$ cat src/rtl/ddc_capture_ctrl_if.sv
// Bundle of configuration, decimated-sample and captured-frame signals
// between the capture controller (master) and its environment (slave).
interface ddc_capture_ctrl_if;
   logic        s_cfg_valid;
   logic [31:0] s_cfg_data;
   logic        s_cfg_ready;
   logic        start;
   logic [31:0] m_convert_config_data;
   logic [47:0] s_sample_data;
   logic        s_sample_valid;
   logic [47:0] m_frame_data;
   logic        m_frame_valid;
   logic        m_frame_ready;
   logic        m_frame_last;
   logic        busy;
   logic        frame_done;
   logic        overrun;

   modport master (
      input  s_cfg_valid, s_cfg_data, start, s_sample_data, s_sample_valid, m_frame_ready,
      output s_cfg_ready, m_convert_config_data, m_frame_data, m_frame_valid, m_frame_last,
             busy, frame_done, overrun
   );

   modport slave (
      output s_cfg_valid, s_cfg_data, start, s_sample_data, s_sample_valid, m_frame_ready,
      input  s_cfg_ready, m_convert_config_data, m_frame_data, m_frame_valid, m_frame_last,
             busy, frame_done, overrun
   );
endinterface

$ cat src/rtl/ddc_capture_ctrl.sv
// Retune / settle / single-frame capture sequencer between the DDS decimator
// and the FFT/UART stage; one output register with valid/ready/last.
module ddc_capture_ctrl #(
   parameter int unsigned FRAME_LEN      = 1024,
   parameter int unsigned SETTLE_SAMPLES = 4,
   parameter logic [31:0] RESET_K        = 32'h0000_0000
) (
   input  logic                 sys_clk,
   input  logic                 sys_rst,
   ddc_capture_ctrl_if.master   bus
);
   localparam int unsigned FCW = $clog2(FRAME_LEN) + 1;
   localparam int unsigned SCW = $clog2(SETTLE_SAMPLES) + 1;
   localparam logic [FCW-1:0] FRAME_LAST = FCW'(FRAME_LEN - 1);
   localparam logic [SCW-1:0] SETTLE_TGT = SCW'(SETTLE_SAMPLES);

   typedef enum logic [2:0] {IDLE, APPLY, SETTLE, CAPTURE, DONE} state_t;

   state_t         state_r;
   logic [31:0]    config_r;
   logic [47:0]    data_r;
   logic           valid_r;
   logic           last_r;
   logic           done_r;
   logic           overrun_r;
   logic           pending_r;
   logic [FCW-1:0] frame_cnt_r;
   logic [SCW-1:0] settle_cnt_r;

   logic           handoff_s;
   logic           load_ok_s;
   logic [SCW-1:0] settle_next_s;

   // Output-register handshake terms and next settle count
   always_comb begin
      handoff_s     = valid_r && bus.m_frame_ready;
      load_ok_s     = !valid_r || bus.m_frame_ready;
      settle_next_s = settle_cnt_r + SCW'(1);
   end

   // Sequencer FSM with output register; a handoff frees the register unless refilled below
   always_ff @(posedge sys_clk) begin
      if (sys_rst) begin
         state_r      <= IDLE;
         config_r     <= RESET_K;
         data_r       <= 48'h0;
         valid_r      <= 1'b0;
         last_r       <= 1'b0;
         done_r       <= 1'b0;
         overrun_r    <= 1'b0;
         pending_r    <= 1'b0;
         frame_cnt_r  <= '0;
         settle_cnt_r <= '0;
      end else begin
         done_r <= 1'b0;
         if (handoff_s) begin
            valid_r <= 1'b0;
            last_r  <= 1'b0;
         end
         case (state_r)
            IDLE: begin
               if (bus.s_cfg_valid) begin
                  config_r  <= bus.s_cfg_data;
                  pending_r <= bus.start;
                  state_r   <= APPLY;
               end else if (bus.start) begin
                  overrun_r   <= 1'b0;
                  frame_cnt_r <= '0;
                  state_r     <= CAPTURE;
               end
            end
            APPLY: begin
               settle_cnt_r <= '0;
               if (bus.start) pending_r <= 1'b1;
               state_r <= SETTLE;
            end
            SETTLE: begin
               if (bus.start) pending_r <= 1'b1;
               if (bus.s_sample_valid) begin
                  settle_cnt_r <= settle_next_s;
                  if (settle_next_s == SETTLE_TGT) begin
                     if (pending_r || bus.start) begin
                        pending_r   <= 1'b0;
                        overrun_r   <= 1'b0;
                        frame_cnt_r <= '0;
                        state_r     <= CAPTURE;
                     end else begin
                        state_r <= IDLE;
                     end
                  end
               end
            end
            CAPTURE: begin
               // The decimator cannot be stalled, so a sample meeting a full register is lost
               if (bus.s_sample_valid) begin
                  if (load_ok_s) begin
                     valid_r     <= 1'b1;
                     data_r      <= bus.s_sample_data;
                     last_r      <= (frame_cnt_r == FRAME_LAST);
                     frame_cnt_r <= frame_cnt_r + FCW'(1);
                     if (frame_cnt_r == FRAME_LAST) state_r <= DONE;
                  end else begin
                     overrun_r <= 1'b1;
                  end
               end
            end
            DONE: begin
               if (handoff_s && last_r) begin
                  done_r  <= 1'b1;
                  state_r <= IDLE;
               end
            end
            default: state_r <= IDLE;
         endcase
      end
   end

   assign bus.s_cfg_ready           = (state_r == IDLE) && !sys_rst;
   assign bus.busy                  = (state_r != IDLE);
   assign bus.m_convert_config_data = config_r;
   assign bus.m_frame_data          = data_r;
   assign bus.m_frame_valid         = valid_r;
   assign bus.m_frame_last          = last_r;
   assign bus.frame_done            = done_r;
   assign bus.overrun               = overrun_r;
endmodule

$ cat src/flat_wrapper.sv
// flat-port wrapper written by rule: the top's interface ports become plain ports
module ddc_capture_ctrl_flat 
#(
   parameter int unsigned FRAME_LEN      = 1024,
   parameter int unsigned SETTLE_SAMPLES = 4,
   parameter logic [31:0] RESET_K        = 32'h0000_0000
)
  (sys_clk, sys_rst, bus_s_cfg_valid, bus_s_cfg_data, bus_start, bus_s_sample_data, bus_s_sample_valid, bus_m_frame_ready, bus_s_cfg_ready, bus_m_convert_config_data, bus_m_frame_data, bus_m_frame_valid, bus_m_frame_last, bus_busy, bus_frame_done, bus_overrun);
  ddc_capture_ctrl_if bus_i ();
  input  logic sys_clk;
  input  logic sys_rst;
  input wire logic [$bits(bus_i.s_cfg_valid)-1:0] bus_s_cfg_valid;
  input wire logic [$bits(bus_i.s_cfg_data)-1:0] bus_s_cfg_data;
  input wire logic [$bits(bus_i.start)-1:0] bus_start;
  input wire logic [$bits(bus_i.s_sample_data)-1:0] bus_s_sample_data;
  input wire logic [$bits(bus_i.s_sample_valid)-1:0] bus_s_sample_valid;
  input wire logic [$bits(bus_i.m_frame_ready)-1:0] bus_m_frame_ready;
  output wire logic [$bits(bus_i.s_cfg_ready)-1:0] bus_s_cfg_ready;
  output wire logic [$bits(bus_i.m_convert_config_data)-1:0] bus_m_convert_config_data;
  output wire logic [$bits(bus_i.m_frame_data)-1:0] bus_m_frame_data;
  output wire logic [$bits(bus_i.m_frame_valid)-1:0] bus_m_frame_valid;
  output wire logic [$bits(bus_i.m_frame_last)-1:0] bus_m_frame_last;
  output wire logic [$bits(bus_i.busy)-1:0] bus_busy;
  output wire logic [$bits(bus_i.frame_done)-1:0] bus_frame_done;
  output wire logic [$bits(bus_i.overrun)-1:0] bus_overrun;
  assign bus_i.s_cfg_valid = bus_s_cfg_valid;
  assign bus_i.s_cfg_data = bus_s_cfg_data;
  assign bus_i.start = bus_start;
  assign bus_i.s_sample_data = bus_s_sample_data;
  assign bus_i.s_sample_valid = bus_s_sample_valid;
  assign bus_i.m_frame_ready = bus_m_frame_ready;
  assign bus_s_cfg_ready = bus_i.s_cfg_ready;
  assign bus_m_convert_config_data = bus_i.m_convert_config_data;
  assign bus_m_frame_data = bus_i.m_frame_data;
  assign bus_m_frame_valid = bus_i.m_frame_valid;
  assign bus_m_frame_last = bus_i.m_frame_last;
  assign bus_busy = bus_i.busy;
  assign bus_frame_done = bus_i.frame_done;
  assign bus_overrun = bus_i.overrun;
  ddc_capture_ctrl #(.FRAME_LEN(FRAME_LEN), .SETTLE_SAMPLES(SETTLE_SAMPLES), .RESET_K(RESET_K)) u_core (.sys_clk(sys_clk), .sys_rst(sys_rst), .bus(bus_i));
endmodule
$ cat config.mk
export PLATFORM = sky130hd
export DESIGN_NAME = ddc_capture_ctrl_flat
export DESIGN_NICKNAME = d
export VERILOG_FILES = /design/src/rtl/ddc_capture_ctrl_if.sv /design/src/rtl/ddc_capture_ctrl.sv /design/src/flat_wrapper.sv
export SDC_FILE = /design/constraint.sdc
export NUM_CORES = 1
export LEC_CHECK = 0
export CORE_MARGIN = 3
export CORE_UTILIZATION = 35
export DETAILED_ROUTE_END_ITERATION = 8
export GPL_ROUTABILITY_DRIVEN = 0
export PLACE_DENSITY = 0.72
export SYNTH_ARGS = -nofsm -noshare
export SYNTH_HDL_FRONTEND = slang
export SYNTH_SLANG_ARGS = --single-unit
$ cat constraint.sdc
create_clock -name sys_clk -period 2.5 [get_ports sys_clk]
set_input_delay 0.375 -clock sys_clk [delete_from_list [all_inputs] [get_ports sys_clk]]
set_output_delay 0.375 -clock sys_clk [all_outputs]
set_load 0.02 [all_outputs]
==> results of run 1 <==
[flip-flops by register name, summed over array words and instances (netlist names)]
name                              count
u_core.settle_cnt_r                   3
u_core.bus.m_frame_valid              1
u_core.bus.overrun                    1
u_core.state_r                        3
u_core.bus.frame_done                 1
u_core.bus.m_frame_last               1
u_core.bus.m_frame_data              48
u_core.bus.m_convert_config_data     32
u_core.pending_r                      1
u_core.frame_cnt_r                   11
[cells in the mapped netlist (2+ instances only)]
master / number
o31ai_1: 8
or3b_2: 2
nor2_1: 8
a21oi_1: 106
and3_1: 4
a211oi_1: 2
or3_1: 2
nand3b_1: 3
nor3_1: 4
dfxtp_1: 102
o21ai_0: 9
nand3_1: 9
nand2b_1: 3
nor2b_1: 2
o22ai_1: 2
inv_1: 2
ha_1: 3
buf_2: 7
nand2_1: 174
or4_1: 8
clkbuf_1: 30
[kinds of logic after synthesis]
family | Yosys count | synth area share, %
compound gates | 136 | 18.8
xor+xnor | 1 | 0.220
fa+ha+maj | 3 | 0.945
buf+inv | 40 | 4.03
flops | 102 | 51.4
mux | 1 | 0.252
simple gates | 226 | 24.4
[cell type report]
class                      count  area, µm²
fill                        1012       4830
sequential                   102       2040
timing repair buffer         190       1850
multi-input combinational    367       1790
clock buffer                  10        229
tap                          140        175
clock inverter                 5       58.8
inverter                       2       7.51
[worst min-delay path by stage]
stage / start / endpoint / slack (ns)
after floorplan: u_core.frame_cnt_r[6] / u_core.frame_cnt_r[6] / 0.45
after CTS: sys_rst / u_core.state_r[0] / 0.45
final: u_core.bus.m_frame_data[3] / u_core.bus.m_frame_data[3] / 0.45
after global placement: u_core.bus.m_frame_data[45] / u_core.bus.m_frame_data[45] / 0.44
after global routing: u_core.bus.m_frame_data[37] / u_core.bus.m_frame_data[37] / 0.47
after detailed placement: u_core.bus.m_convert_config_data[6] / u_core.bus.m_convert_config_data[6] / 0.45
[critical path, stage by stage, from the launching register on]
cell and delay (ns):
dfxtp_1 0.40, ha_1 0.22, xor2_1 0.20, a211oi_1 0.15, a2111o_1 0.55, or4_1 0.57, a21oi_1 0.16
[power groups by stage]
stage               combinational [mW]  sequential, mW  clock, mW
finish                            1.66            1.94       1.38
global route                      1.81            1.96       1.49
CTS                               1.66            1.94       1.42
detailed placement                1.65            1.97          0
global placement                  1.62            1.96          0
floorplan                        0.797            2.11          0
[what timing repair did]
item,in CTS,in global routing
setup endpoints to repair,0,1
resized for setup,0,2
endpoints found under the hold margin,0,0
[metal layers]
metal  global-route usage (%)  share of wire (%)  vias up
li1                         -                  -     2040
met1                     20.0                 41     1899
met2                     29.1                 49      149
met3                     5.66                7.6       19
met4                     7.13                1.9        0
met5                        0                  0        -
[cells in the final DEF (no fill, tap or decap), types with 7 or more instances in the layout]
cell type	n
a21oi_1	106
buf_4	19
clkbuf_16	9
clkdlybuf4s50_1	170
dfxtp_1	102
nand2_1	174
nand3_1	8
nor2_1	7
o21ai_0	9
o31ai_1	8
or4_1	8
[metrics by stage]
| step | cell area, µm² | hold WS, ns | setup WS [ns] |
|---|---|---|---|
| 2_1_floorplan | 3970 | 0.448 | 0.435 |
| 4_1_cts | 6140 | 0.451 | 0.0974 |
| 3_5_place_dp | 5850 | 0.446 | -0.00860 |
| 6_report | 6150 | 0.451 | 0.187 |
| 5_1_grt | 6150 | 0.469 | 0.0585 |
| 3_3_place_gp | 5850 | 0.441 | 0.0445 |
==> flow_summary.json, run 1 <==
{
  "synth_area_leaders": "dfxtp_1 51%, nand2_1 16%, a21oi_1 13%",
  "p_int_mw": 3.31,
  "power_frac_seq_pct": 38.9,
  "cts.clk_slew.worst_paths_ns": 0.07,
  "grt_pass1_wl_mm": 18.1,
  "rsz0062_at_grt": "false",
  "hold_path_depth": 2,
  "p_per_area_mw_per_mm2": 810,
  "grt_use_total_pct": 17.2,
  "drive_gt1_share_pct": 6.36,
  "cp-startpoint": "u_core.settle_cnt_r[0]",
  "setup_viol": 0,
  "drc": 0,
  "switching_share_pct": 33.4,
  "grt_pass1_vias": 3906,
  "firstDrtPassIters": 6,
  "syn_inst": 509,
  "finalCritPeriodShare_pct": 92.5,
  "fp.coreArea_mm2": 0.0110,
  "status": "complete, no violations",
  "yosys_most_used_dff": "dfxtp_1",
  "dieArea_mm2": 0.0127,
  "postCtsSetupBuffers": 0,
  "reg2reg_depth": 6,
  "r2r_start": "u_core.settle_cnt_r[0]",
  "h-tree-depth": 3,
  "tns_ns": 0,
  "rows": 38,
  "antenna_found_initial": 0,
  "clk_latency_ns": 0.34,
  "clkSinkCount": 102,
  "clk_path_buf_depth": 2,
  "cp-endpoint": "u_core.frame_cnt_r[5]",
  "p_clk_share_pct": 27.7,
  "synth_top_area_cell": "dfxtp_1",
  "p_leak_nw": 2.12,
  "ir_drop_mv": 0.455,
  "place_inst": 801,
  "fmax_ghz": 0.432,
  "drv_cap": 0,
  "synthArstFlopShare_pct": 0,
  "dr_total_vias": 4107,
  "worstSetupPathType": "flop to flop",
  "syn_area_mm2": 0.00397,
  "worst-path-max-fanout": 14,
  "area_growth_pct": 54.7,
  "final_cells": 816,
  "synth_cell_types": 40,
  "max_slew_margin_pct": 39.0,
  "nets": 761,
  "antenna_cells": 0,
  "period_minus_slack_ns": 2.31,
  "skew_ns": 0.00614,
  "synth_edf_count": 0,
  "port_buffers": 171,
  "cts_made_buffers": 9,
  "syn_area_per_cell_um2": 7.81,
  "drtIter0Drc": 270,
  "overflow": 0,
  "power_mw": 4.98,
  "routed_wirelength_mm": 11.3,
  "final_antenna_net_count": 0,
  "die-height_um": 113,
  "grt_max_degree": 50,
  "dpl.hpwl_mm": 8.14,
  "synth_seq_cells": 102,
  "root_buffer": "clkbuf_16",
  "hold_class": "flop to flop",
  "ioPinCount": 172,
  "worst_pin_slew_ns": 0.911,
  "floorplan.initialDensity_pct": 36.2,
  "via_per_inst": 5.03,
  "crit_path_start_kind": "flop",
  "critPathRequiredTime_ns": 2.77,
  "switching_power_mw": 1.66,
  "wl_per_cell_um": 13.8,
  "hold_violations": 0,
  "r2r_slack_ns": 0.19,
  "rr_endpoint": "u_core.frame_cnt_r[5]",
  "yosysTopAreaCellShare_pct": 51.4,
  "cp.arrival_ns": 2.58,
  "fin_util_pct": 56.0,
  "pwr-share-comb_pct": 33.4,
  "yosysWarnings": 0,
  "crit_path_end_kind": "flop",
  "finalMaxSlewViolations": 0,
  "cts_hold_buf": 0,
  "die_w_um": 113,
  "tritoncts": "yes",
  "yosysSeqAreaShare_pct": 51.4,
  "syn_nets": 598
}
(Power assumes the default switching activity.)
==> run 2, diff against run 1 <==
- CORE_UTILIZATION: 35 -> 40
- PLACE_DENSITY: 0.72 -> 0.81
==> flow_summary.json, run 2 (synthesized netlist as in run 1, its figures left out) <==
{
  "dr_total_vias": 4052,
  "antenna_found_initial": 0,
  "clkSinkCount": 102,
  "firstDrtPassIters": 4,
  "status": "complete, no violations",
  "critPathRequiredTime_ns": 2.12,
  "rows": 35,
  "grt_pass1_vias": 3911,
  "grt_pass1_wl_mm": 18.7,
  "clk_path_buf_depth": 2,
  "nets": 764,
  "drv_cap": 0,
  "max_slew_margin_pct": 51.7,
  "crit_path_end_kind": "primary output",
  "final_cells": 809,
  "cp.arrival_ns": 2.00,
  "final_antenna_net_count": 0,
  "area_growth_pct": 52.2,
  "cts_made_buffers": 9,
  "fin_util_pct": 63.9,
  "regArea_mm2": 0.00204,
  "floorplan.initialDensity_pct": 42.0,
  "grt_max_degree": 57,
  "worst_pin_slew_ns": 0.718,
  "p_per_area_mw_per_mm2": 755,
  "tritoncts": "yes",
  "h-tree-depth": 3,
  "fp.coreArea_mm2": 0.00946,
  "drive_gt1_share_pct": 6.91,
  "crit_path_start_kind": "flop",
  "power_mw": 4.57,
  "postCtsSetupBuffers": 0,
  "hold_violations": 0,
  "ir_drop_mv": 0.447,
  "worst_slack_ns": 0.120,
  "routed_wirelength_mm": 11.3,
  "via_per_inst": 5.01,
  "drc": 0,
  "skew_ns": 0.0118,
  "fillers": 806,
  "worstSetupPathType": "flop to primary output",
  "period_minus_slack_ns": 2.38,
  "overflow": 0,
  "postCtsResizedCells": 0,
  "multiInputGateArea_mm2": 0.00178,
  "largest_reg_flops": 48,
  "cts_hold_buf": 0,
  "finalMaxSlewViolations": 0,
  "dpl.hpwl_mm": 8.31,
  "die_w_um": 106,
  "grt_use_total_pct": 20.3,
  "cts.clk_slew.worst_paths_ns": 0.10,
  "port_buffers": 171,
  "wl_per_cell_um": 13.9,
  "hold_class": "flop to flop",
  "dpl_worst_slack_ns": 0.00536,
  "place_inst": 793,
  "drtIter0Drc": 160,
  "final_common_cell": "nand2_1",
  "clk_latency_ns": 0.35,
  "fmax_ghz": 0.420,
  "antenna_cells": 0,
  "root_buffer": "clkbuf_8",
  "setup_viol": 0,
  "p_leak_nw": 2.09,
  "ioPinCount": 172,
  "die-height_um": 106,
  "finalCritPeriodShare_pct": 95.2,
  "worst-path-max-fanout": 9,
  "dieArea_mm2": 0.0112,
  "final_cell_mix": "174 x nand2_1, 170 x clkdlybuf4s50_1, 106 x a21oi_1"
}
run 2: metal layers:
layer	GRT usage (%)	vias to the layer above	share of wire (%)
li1	-	2047	-
met1	23.9	1850	41
met2	34.2	140	48
met3	6.86	15	8.7
met4	7.59	0	2.0
met5	0	-	0
run 2: path summary, 6_finish.rpt:
path | start | end | slack, ns | depth (start not counted)
worst max-delay path | u_core.state_r[0] | bus_s_cfg_ready | 0.12 | 5
worst max register to register | u_core.settle_cnt_r[0] | u_core.frame_cnt_r[8] | 0.20 | 6
worst min register to register | u_core.bus.m_frame_data[27] | u_core.bus.m_frame_data[27] | 0.46 | 2
worst min-delay path | u_core.bus.m_frame_data[27] | u_core.bus.m_frame_data[27] | 0.46 | 2
run 2: power by group:
part	internal [mW]	switching (mW)
Combinational	0.736	0.922
Sequential	1.81	0.128
Clock	0.401	0.571
run 2: area by class of cell:
type                            count  share of cell area, %
Tap cell                          129                   2.67
Multi-Input combinational cell    367                   29.5
Clock inverter                      5                  0.703
Timing Repair Buffer              193                   30.9
Sequential cell                   102                   33.8
Inverter                            2                  0.124
Clock buffer                       11                   2.34
run 2: worst max-delay path, cell delays in order (launching register included):
cell and delay [ns]:
dfxtp_1 0.41, buf_4 0.21, nor2_2 0.17, nand2_1 0.15, nor2_1 0.11, clkdlybuf4s50_1 0.61
run 2: stage by stage:
stage               area, µm²  hold WS, ns  setup TNS (ns)
detailed placement       5860        0.446               0
finish                   6050        0.457               0
CTS                      6040        0.460               0
floorplan                3970        0.448               0
global route             6050        0.472        -0.00614
global placement         5860        0.441               0
==> run 3, diff against run 2 <==
- CORE_ASPECT_RATIO: not set -> 0.6
==> flow_summary.json, run 3 (synthesized netlist as in run 1, its figures left out) <==
{
  "finalCritPeriodShare_pct": 94.7,
  "die-height_um": 83.2,
  "final_cells": 806,
  "dpl.hpwl_mm": 8.41,
  "status": "complete, no violations",
  "power_mw": 4.98,
  "cp.arrival_ns": 2.62,
  "final_cell_mix": "174 x nand2_1, 170 x clkdlybuf4s50_1, 106 x a21oi_1",
  "drtIter0Drc": 259,
  "clk_latency_ns": 0.33,
  "critical-path-top-delay-family": "compound AO/OA/AOI/OAI gates",
  "drc": 0,
  "rsz0062_at_grt": "false",
  "crit_chain": "ha_1 -> xor2_1 -> a211oi_1 -> a2111o_1 -> or4_1 -> a21oi_1",
  "crit_buf_inv": 0,
  "setup_viol": 0,
  "grt_pass1_vias": 3909,
  "largest_reg_flops": 48,
  "nets": 760,
  "max_slew_margin_pct": 46.2,
  "grt_pass1_wl_mm": 18.6,
  "wl_per_cell_um": 14.4,
  "rows": 27,
  "r2r_slack_ns": 0.13,
  "period_minus_slack_ns": 2.37,
  "ir_drop_mv": 0.477,
  "hold_class": "flop to flop",
  "grt_use_total_pct": 20.0,
  "slowest_delay_ns": 0.56,
  "final_common_cell": "nand2_1",
  "via_per_inst": 5.15,
  "postCtsSetupBuffers": 0,
  "floorplan.initialDensity_pct": 42.2,
  "ioPinCount": 172,
  "antenna_found_initial": 0,
  "h-tree-depth": 3,
  "worst_slack_ns": 0.133,
  "crit_path_start_kind": "flop",
  "overflow": 0,
  "crit_path_end_kind": "flop",
  "area_growth_pct": 54.8,
  "skew_ns": 0.00564,
  "drv_cap": 0,
  "postCtsResizedCells": 0,
  "dr_total_vias": 4150,
  "tritoncts": "yes",
  "antenna_cells": 0,
  "cts_made_buffers": 9,
  "critPathRequiredTime_ns": 2.75,
  "cts.clk_slew.worst_paths_ns": 0.06,
  "worst-path-max-fanout": 16,
  "grt_max_degree": 64,
  "cts_hold_buf": 0,
  "drive_gt1_share_pct": 6.36,
  "root_buffer": "clkbuf_16",
  "die_w_um": 135,
  "port_buffers": 171,
  "p_per_area_mw_per_mm2": 809,
  "worst_pin_slew_ns": 0.800,
  "firstDrtPassIters": 5,
  "fmax_ghz": 0.423,
  "clkSinkCount": 102,
  "place_inst": 790,
  "tns_ns": 0,
  "finalMaxSlewViolations": 0,
  "cpMaxStageDelayCell": "a2111o_1",
  "dieArea_mm2": 0.0112,
  "worstSetupPathType": "flop to flop",
  "final_antenna_net_count": 0,
  "fp.coreArea_mm2": 0.00943,
  "clk_path_buf_depth": 2,
  "routed_wirelength_mm": 11.6,
  "dpl_worst_slack_ns": -0.0498,
  "hold_violations": 0,
  "p_leak_nw": 2.13
}
-- run 3: cell count changes in the layout (fill, tap and decap cells not counted), sizes merged --
cell      previous run  this run
bufinv               0         1
buf                 23        19
inv                  4         2
clkinvlp             1         2
-- run 3: area by class of cell --
| class | count | area, µm² |
|---|---|---|
| flip-flops and latches | 102 | 2040 |
| clock inverters | 5 | 58.8 |
| repair buffers | 189 | 1850 |
| fillers | 748 | 3280 |
| multi-input cells | 367 | 1780 |
| clock buffers | 11 | 243 |
| inverters | 2 | 7.51 |
| well taps | 130 | 163 |
-- run 3: layer usage --
metal	global-route usage, %	up-vias	wire, µm
met3	8.23	21	1340
met4	5.82	0	206
met5	0	-	0
met2	31.1	195	5060
li1	-	2042	-
met1	25.4	1892	4960
-- run 3: worst register-to-register path, cell delays in order, from the launching register on --
cell	delay, ns
dfxtp_1	0.39
ha_1	0.23
xor2_1	0.23
a211oi_1	0.14
a2111o_1	0.56
or4_1	0.56
a21oi_1	0.18
-- run 3: worst paths after layout --
path                              startpoint                    endpoint  cells past startpoint
hold / removal    u_core.bus.m_frame_data[7]  u_core.bus.m_frame_data[7]                      2
hold reg to reg   u_core.bus.m_frame_data[7]  u_core.bus.m_frame_data[7]                      2
setup reg to reg      u_core.settle_cnt_r[0]      u_core.frame_cnt_r[10]                      6
setup / recovery      u_core.settle_cnt_r[0]      u_core.frame_cnt_r[10]                      6
-- run 3: report_power, final --
| group | total (mW) | switching, mW | internal (mW) |
|---|---|---|---|
| combinational | 1.62 | 0.909 | 0.712 |
| sequential | 1.97 | 0.152 | 1.81 |
| clock | 1.39 | 0.586 | 0.804 |
-- run 3: stage by stage --
step | area (µm²) | util (%) | hold WS, ns
after global placement | 5840 | 62.0 | 0.441
after detailed placement | 5840 | 62.0 | 0.448
after global routing | 6150 | 65.2 | 0.469
after floorplan | 3970 | - | 0.448
after CTS | 6150 | 65.2 | 0.455
final | 6150 | 65.2 | 0.454
